<file path="config.mk">
export PLATFORM = sky130hd
export DESIGN_NAME = fetch_stage
export DESIGN_NICKNAME = d
export VERILOG_FILES = /design/src/rtl/cpu_pkg.sv /design/src/rtl/if_id_reg.sv /design/src/rtl/fetch_stage.sv
export SDC_FILE = /design/constraint.sdc
export NUM_CORES = 1
export LEC_CHECK = 0
export BUFFER_PORTS_ARGS = -buffer_cell sky130_fd_sc_hd__buf_2
export CORE_MARGIN = 10
export CORE_UTILIZATION = 50
export DETAILED_ROUTE_END_ITERATION = 6
export PLACE_DENSITY = 0.84
export SETUP_SLACK_MARGIN = 0.15
export SLEW_MARGIN = 5
export SYNTH_ARGS = -nofsm -noshare
export SYNTH_HDL_FRONTEND = slang
export SYNTH_SLANG_ARGS = --single-unit
</file>
<file path="constraint.sdc">
create_clock -name clk -period 4.63 [get_ports clk]
set_input_delay 0.6945 -clock clk [delete_from_list [all_inputs] [get_ports clk]]
set_output_delay 0.6945 -clock clk [all_outputs]
set_load 0.05 [all_outputs]
</file>
<file path="src/rtl/cpu_pkg.sv">
// Shared CPU definitions: widths, reset PC, instruction field positions, fetch FSM states.
package cpu_pkg;

  localparam int unsigned DATA_W = 16;
  localparam int unsigned ADDR_W = 16;
  localparam logic [15:0] RESET_PC = 16'h0000;

  // Instruction word fields, also used by decode.
  localparam int unsigned TWO_WORD_BIT = 15;
  localparam int unsigned SRC_HI = 10;
  localparam int unsigned SRC_LO = 8;
  localparam int unsigned DST_HI = 7;
  localparam int unsigned DST_LO = 5;

  typedef enum logic {
    S_OP  = 1'b0,
    S_IMM = 1'b1
  } fetch_state_t;

endpackage

</file>
<file path="src/rtl/if_id_reg.sv">
// IF/ID pipeline register: load, hold, or clear valid; async active-high reset.
module if_id_reg #(
  parameter int unsigned DATA_W = cpu_pkg::DATA_W,
  parameter int unsigned ADDR_W = cpu_pkg::ADDR_W
) (
  input  logic              clk,
  input  logic              reset,
  input  logic              load,
  input  logic              clear_valid,
  input  logic [DATA_W-1:0] instr_in,
  input  logic [DATA_W-1:0] imm_in,
  input  logic [ADDR_W-1:0] pc_in,
  output logic              valid,
  output logic [DATA_W-1:0] instr,
  output logic [DATA_W-1:0] imm,
  output logic [ADDR_W-1:0] pc
);

  // Clear-valid wins over load; otherwise everything holds.
  always_ff @(posedge clk or posedge reset) begin
    if (reset) begin
      valid <= 1'b0;
      instr <= '0;
      imm   <= '0;
      pc    <= '0;
    end else if (clear_valid) begin
      valid <= 1'b0;
    end else if (load) begin
      valid <= 1'b1;
      instr <= instr_in;
      imm   <= imm_in;
      pc    <= pc_in;
    end
  end

endmodule

</file>
<file path="src/rtl/fetch_stage.sv">
// Instruction fetch: PC, one/two-word assembly FSM, stall and redirect handling.
module fetch_stage #(
  parameter int unsigned       DATA_W   = cpu_pkg::DATA_W,
  parameter int unsigned       ADDR_W   = cpu_pkg::ADDR_W,
  parameter logic [ADDR_W-1:0] RESET_PC = ADDR_W'(cpu_pkg::RESET_PC)
) (
  input  logic              clk,
  input  logic              reset,
  input  logic              stall,
  input  logic              branch_taken,
  input  logic [ADDR_W-1:0] branch_target,
  output logic [ADDR_W-1:0] imem_addr,
  input  logic [DATA_W-1:0] imem_rdata,
  output logic              if_id_valid,
  output logic [DATA_W-1:0] if_id_instr,
  output logic [DATA_W-1:0] if_id_imm,
  output logic [ADDR_W-1:0] if_id_pc,
  output logic [2:0]        src_addr,
  output logic [2:0]        dst_addr
);

  cpu_pkg::fetch_state_t state_q, state_d;
  logic [ADDR_W-1:0] pc_q, pc_d;
  logic [DATA_W-1:0] hold_instr_q, hold_instr_d;
  logic [ADDR_W-1:0] hold_pc_q, hold_pc_d;
  logic              ld;
  logic              clr;
  logic [DATA_W-1:0] ld_instr;
  logic [DATA_W-1:0] ld_imm;
  logic [ADDR_W-1:0] ld_pc;

  // State, PC and holding registers.
  always_ff @(posedge clk or posedge reset) begin
    if (reset) begin
      state_q      <= cpu_pkg::S_OP;
      pc_q         <= RESET_PC;
      hold_instr_q <= '0;
      hold_pc_q    <= '0;
    end else begin
      state_q      <= state_d;
      pc_q         <= pc_d;
      hold_instr_q <= hold_instr_d;
      hold_pc_q    <= hold_pc_d;
    end
  end

  // Next-state and IF/ID control; redirect overrides stall in either state.
  always_comb begin
    state_d      = state_q;
    pc_d         = pc_q;
    hold_instr_d = hold_instr_q;
    hold_pc_d    = hold_pc_q;
    ld           = 1'b0;
    clr          = 1'b0;
    ld_instr     = imem_rdata;
    ld_imm       = '0;
    ld_pc        = pc_q;
    if (branch_taken) begin
      state_d      = cpu_pkg::S_OP;
      pc_d         = branch_target;
      hold_instr_d = '0;
      hold_pc_d    = '0;
      clr          = 1'b1;
    end else if (!stall) begin
      pc_d = pc_q + ADDR_W'(1);
      case (state_q)
        cpu_pkg::S_OP: begin
          if (imem_rdata[cpu_pkg::TWO_WORD_BIT]) begin
            hold_instr_d = imem_rdata;
            hold_pc_d    = pc_q;
            clr          = 1'b1;
            state_d      = cpu_pkg::S_IMM;
          end else begin
            ld = 1'b1;
          end
        end
        cpu_pkg::S_IMM: begin
          ld       = 1'b1;
          ld_instr = hold_instr_q;
          ld_imm   = imem_rdata;
          ld_pc    = hold_pc_q;
          state_d  = cpu_pkg::S_OP;
        end
        default: state_d = cpu_pkg::S_OP;
      endcase
    end
  end

  if_id_reg #(
    .DATA_W(DATA_W),
    .ADDR_W(ADDR_W)
  ) u_if_id (
    .clk        (clk),
    .reset      (reset),
    .load       (ld),
    .clear_valid(clr),
    .instr_in   (ld_instr),
    .imm_in     (ld_imm),
    .pc_in      (ld_pc),
    .valid      (if_id_valid),
    .instr      (if_id_instr),
    .imm        (if_id_imm),
    .pc         (if_id_pc)
  );

  assign imem_addr = pc_q;
  assign src_addr  = if_id_instr[cpu_pkg::SRC_HI:cpu_pkg::SRC_LO];
  assign dst_addr  = if_id_instr[cpu_pkg::DST_HI:cpu_pkg::DST_LO];

endmodule

</file>
==> After elaboration in Yosys (flattened, before gate mapping) <==
Index checks and enable logic that the tools add are counted.
{ "totals": {"register_bits": 98, "in_bits": 36, "out_inout_bits": 71, "word_cells": 49} }
{ "classes": {"add_sub_neg": 1, "eq_ne": 2, "muxes": 32, "bitwise": 2, "reduce_logical": 4} }
{ "op_table": {"columns": ["operator", "n"], "rows": [
  ["16-bit 2-to-1 mux", 19],
  ["16-bit by 1-bit adder with 16-bit output, second input constant", 1],
  ["1-bit 2-to-1 mux", 11],
  ["1-bit one-hot mux with 2 select lines", 2],
  ["2-bit nonzero test", 2],
  ["3-bit AND reduction", 1],
  ["2-bit by 1-bit != test with 1-bit output, second input constant", 1],
  ["2-bit != test, second input constant", 1],
  ["1-bit inverter", 2],
  ["2-bit AND reduction", 1]
]} }

==> Depth between registers and ports, before layout <==
{ "logic_depth": {"depth_word": 6, "ltp_mapped": 6, "depth_no_buf": 5} }

==> Hierarchy <==
Synthesis repeated with hierarchy kept, for this count alone.
{ "unflattened": {"cells_unflattened": 350, "area_unflattened_um2": 4553.1} }
{ "by_module_without_submodules": {"columns": ["module", "instances", "cells_per_inst", "area_each_um2"], "rows": [
  ["fetch_stage", 1, 244, 2620.0],
  ["if_id_reg", 1, 106, 1933.1]
]} }

==> Worst setup path after synthesis <==
OpenSTA, ideal clock, no wires.
{ "synth_path": {"path_type": "reg-to-reg", "from": "register pc_q[0], in the netlist imem_addr[0]", "to": "register pc_q[14], in the netlist imem_addr[14]", "arrival_ns": 1.798, "required_ns": 4.560, "setup_slack_ns": 2.763, "stages_incl_launch_ff": 6, "path_cell_list": "dfrtp_1 > ha_1 > and3b_1 > nand3_2 > or4_1 > nand3_1"} }
{ "synth_via": {"elab_chain_cells": 3} }
{ "synth_lines": {"columns": ["item", "line", "rtl"], "rows": [
  ["from (decl)", "fetch_stage.sv:23", "logic [ADDR_W-1:0] pc_q, pc_d;"],
  ["from (signal assigned)", "fetch_stage.sv:41", "pc_q <= pc_d;"],
  ["16-bit by 1-bit adder with 16-bit output", "fetch_stage.sv:65", "pc_d = pc_q + ADDR_W'(1);"],
  ["16-bit 2-to-1 mux", "fetch_stage.sv:64", "end else if (!stall) begin"],
  ["16-bit 2-to-1 mux", "fetch_stage.sv:58", "if (branch_taken) begin"]
]} }
Every way passes these cells. The select of a mux whose other input is x is not followed.
A chain may end at the register's enable or synchronous reset.

==> Final worst setup path <==
{ "layout_path": {"from": "input port branch_taken", "to": "register u_if_id.pc[7]"} }
{ "layout_via": {"elab_chain_cells": 3} }
{ "layout_lines": {"columns": ["item", "line", "rtl"], "rows": [
  ["from (decl)", "fetch_stage.sv:10", "input logic branch_taken,"],
  ["1-bit 2-to-1 mux", "fetch_stage.sv:58", null],
  ["1-bit inverter (no line)", null, null],
  ["2-bit AND reduction (no line)", null, null],
  ["to (signal assigned)", "if_id_reg.sv:32", "pc <= pc_in;"],
  ["to (decl)", "if_id_reg.sv:16", "output logic [ADDR_W-1:0] pc"]
]} }
Several ways; a longest one is shown, not always the timed one.

==> results.ini <==
[worst_hold_path]
min-delay-path-class=primary input to async pin

[power]
p_clk_share_pct=29.4
sw_frac_of_total_pct=36.34
intPower_mw=1.470
power_density_nw_per_um2=466.5
vdd_ir_drop_max_uv=190.3
switchingPower_mw=0.8391
pwr-share-comb_pct=26.3
leakagePower_nw=2.470
share_seq_of_total_power_pct=44.4

[job]
drv_cap=0

[route]
drcViolationCount=0
vias=3374
drtIter0Drc=190
detail-route-antenna-nets=0
wl_per_cell_um=18.39
routed_via_density=5.709
wirelength_mm=10.87
first_pass_iters=5

[timing]
worstMarginPinSlew_ns=1.105
slew_viol_final=0
setup_violations=0
layout_min_cycle_time_ns=2.822
slew_headroom_pct=26.03
fin_tns_setup_ns=0
skew_ns=0.009006
period_share_pct=60.95
fmax_ghz=0.3544
rsz0062_at_grt=false
hold_viol=0

[clock_tree]
ctsResizeCount=0
clockRootBuffer=clkbuf_8
path_clk_slew_ns=0.09
cts_made_buffers=9
tritoncts=done
cts_post_setup_buffers_inserted=0
clock_sinks=98
htree_num_levels=3
clkLatencyLatePin_ns=0.36
clock_path_buffers=2
postCtsHoldBufs=0

[worst_setup_path]
cp_data_required_time_ns=4.84
worst_r2r_endpoint=hold_pc_q[3]
path_delay_family=simple AND/OR/NAND/NOR gates
r2r_start=state_q
arrival_ns=3.03
reg2reg_depth=4
start_kind=primary input
r2r_slack_ns=2.59
cp_max_fo=40
crit_type=primary input to register
slowest_delay_ns=0.91
end_kind=register
cp.depth=5
critPathBufInv=1
path_cells=buf_2, nor2_1, nand2_2, nand2_1, o21ai_0
cpMaxStageDelayCell=nor2_1

[floorplan]
die_w_um=111.5
die_h_um=111.5
start_util_pct=51.16
io_pins=107
core_um2=8175
die_area_um2=12420
row_count=33

[global_route]
grt_pass1_wl_mm=18.00
groute.usage.overall_pct=17.11
grt_max_degree=63
globalRoute.totalOverflow=0
grt_pass1_vias=3547
antenna_found_initial=0

[status]
status=complete, no violations

[yosys]
ys_seq_area_share_pct=58.63
ys_warn_count=0
synth_cell_types=35
synth_nets=436
synth.cell_area_um2=4183
netlist_instances=399
synth-seq-cells=98
syn_avg_cell_area_um2=10.48

[final_layout]
final_area_um2=4950
syn2layout_area_growth_pct=18.34
utilization_pct=60.54
final_nets=518
drive_above_1_share_pct=27.57
diodes=0

[placement]
io_buffers=106
hpwlAfterDp_mm=7.491
place_area_um2=4695
place_congestion=0.7959

-- cell families (layout without fill, tap and decap cells) --
family | Yosys count | count (layout) | synth area share, %
multiplexers | 1 | 1 | 0.2393
AO/OA/AOI/OAI | 121 | 121 | 19.74
buffers and inverters | 41 | 128 | 4.786
AND/OR/NAND/NOR | 125 | 125 | 13.79
XOR/XNOR | 12 | 12 | 2.513
flip-flops | 98 | 98 | 58.63
adder cells (fa/ha/maj) | 1 | 1 | 0.2991
-- registers in the layout, summed over array words and instances, names as in the netlist --
name	cells
imem_addr	16
state_q	1
u_if_id.instr	16
hold_pc_q	16
hold_instr_q	16
u_if_id.imm	16
u_if_id.pc	16
u_if_id.valid	1
-- how the worst max path moves through the flow --
stage / endpoint / slack, ns / startpoint
after floorplan: hold_instr_q[0] / 1.37 / reset
after global placement: u_if_id.instr[15] / 1.07 / branch_taken
after detailed placement: u_if_id.instr[15] / 1.01 / branch_taken
after CTS: u_if_id.instr[15] / 1.42 / branch_taken
after global routing: u_if_id.pc[5] / 1.58 / branch_taken
final: u_if_id.pc[7] / 1.81 / branch_taken
-- layout by cell type, fill, tap and decap left out, types with 2 or more instances in the layout --
master	synthesis	final
nor2_1	9	7
nand2_1	71	70
xor2_1	10	10
buf_4	9	4
xnor2_1	2	2
a22o_1	32	32
and2_1	2	2
nand3_2	2	2
o21ai_0	46	46
a31oi_1	2	2
a22oi_1	37	37
buf_2	4	106
nand4_1	6	6
nand3_1	19	19
nor2_2	1	3
dfrtp_1	98	98
bufinv_16	0	3
a21oi_1	2	2
and4_1	2	2
nor2b_1	2	2
clkbuf_8	0	11
or3_1	2	2
-- layer usage --
layer / GRT usage, % / up-vias / wire, µm
li1: - / 1580 / -
met1: 22.54 / 1661 / 4831
met2: 27.08 / 122 / 5143
met3: 4.402 / 11 / 795
met4: 5.227 / 0 / 96
met5: 0 / - / 0
-- power by group through the flow --
stage	Sequential, mW	Combinational, mW	Clock (mW)
2_1_floorplan	1.30	0.195	0
3_3_place_gp	1.03	0.604	0
3_5_place_dp	1.04	0.613	0
4_1_cts	1.02	0.615	0.686
5_1_grt	1.04	0.647	0.718
6_report	1.03	0.606	0.678
-- synth_stat cells --
library cell | count | area share, %
clkbuf_1 | 25 | 2.2
nand2_1 | 71 | 6.4
nor3_1 | 2 | 0.24
nand3_2 | 2 | 0.48
nand2b_1 | 1 | 0.15
xnor2_1 | 2 | 0.42
and4b_1 | 1 | 0.24
buf_4 | 9 | 1.6
nor2_2 | 1 | 0.15
a22oi_1 | 37 | 6.6
and2_1 | 2 | 0.30
or3_1 | 2 | 0.30
and3b_1 | 1 | 0.21
dfrtp_1 | 98 | 59
a21oi_1 | 2 | 0.24
a21o_1 | 1 | 0.18
a22o_1 | 32 | 6.7
and3_1 | 1 | 0.15
and4_1 | 2 | 0.42
buf_2 | 4 | 0.48
nand4_1 | 6 | 0.90
o21ai_0 | 46 | 5.5
nor3b_1 | 1 | 0.18
ha_1 | 1 | 0.30
nor2_1 | 9 | 0.81
inv_1 | 2 | 0.18
xor2_1 | 10 | 2.1
nor2b_1 | 2 | 0.30
nand3_1 | 19 | 2.3
o211ai_1 | 1 | 0.18
a31oi_1 | 2 | 0.30
or2_2 | 1 | 0.15
mux2i_1 | 1 | 0.24
buf_6 | 1 | 0.27
or4_1 | 1 | 0.18
-- final cells by class --
cell class / instances / area [µm²]
multi-input cells: 260 / 1543
repair buffers: 110 / 560.5
fillers: 689 / 3226
clock inverters: 4 / 97.59
clock buffers: 12 / 155.1
inverters: 2 / 10.01
well taps: 105 / 131.4
flip-flops and latches: 98 / 2452
-- per-stage QoR --
| stage | power [mW] | instances | hold WS, ns | setup WS (ns) |
|---|---|---|---|---|
| 2_1_floorplan | 1.493 | 399 | 0.4546 | 1.373 |
| 3_3_place_gp | 1.638 | 575 | 0.4465 | 1.065 |
| 3_5_place_dp | 1.653 | 575 | 0.4551 | 1.012 |
| 4_1_cts | 2.325 | 591 | 0.4765 | 1.422 |
| 5_1_grt | 2.403 | 591 | 0.5072 | 1.583 |
| 6_report | 2.309 | 591 | 0.4453 | 1.808 |
No activity file was read; power rests on OpenSTA's default activity.
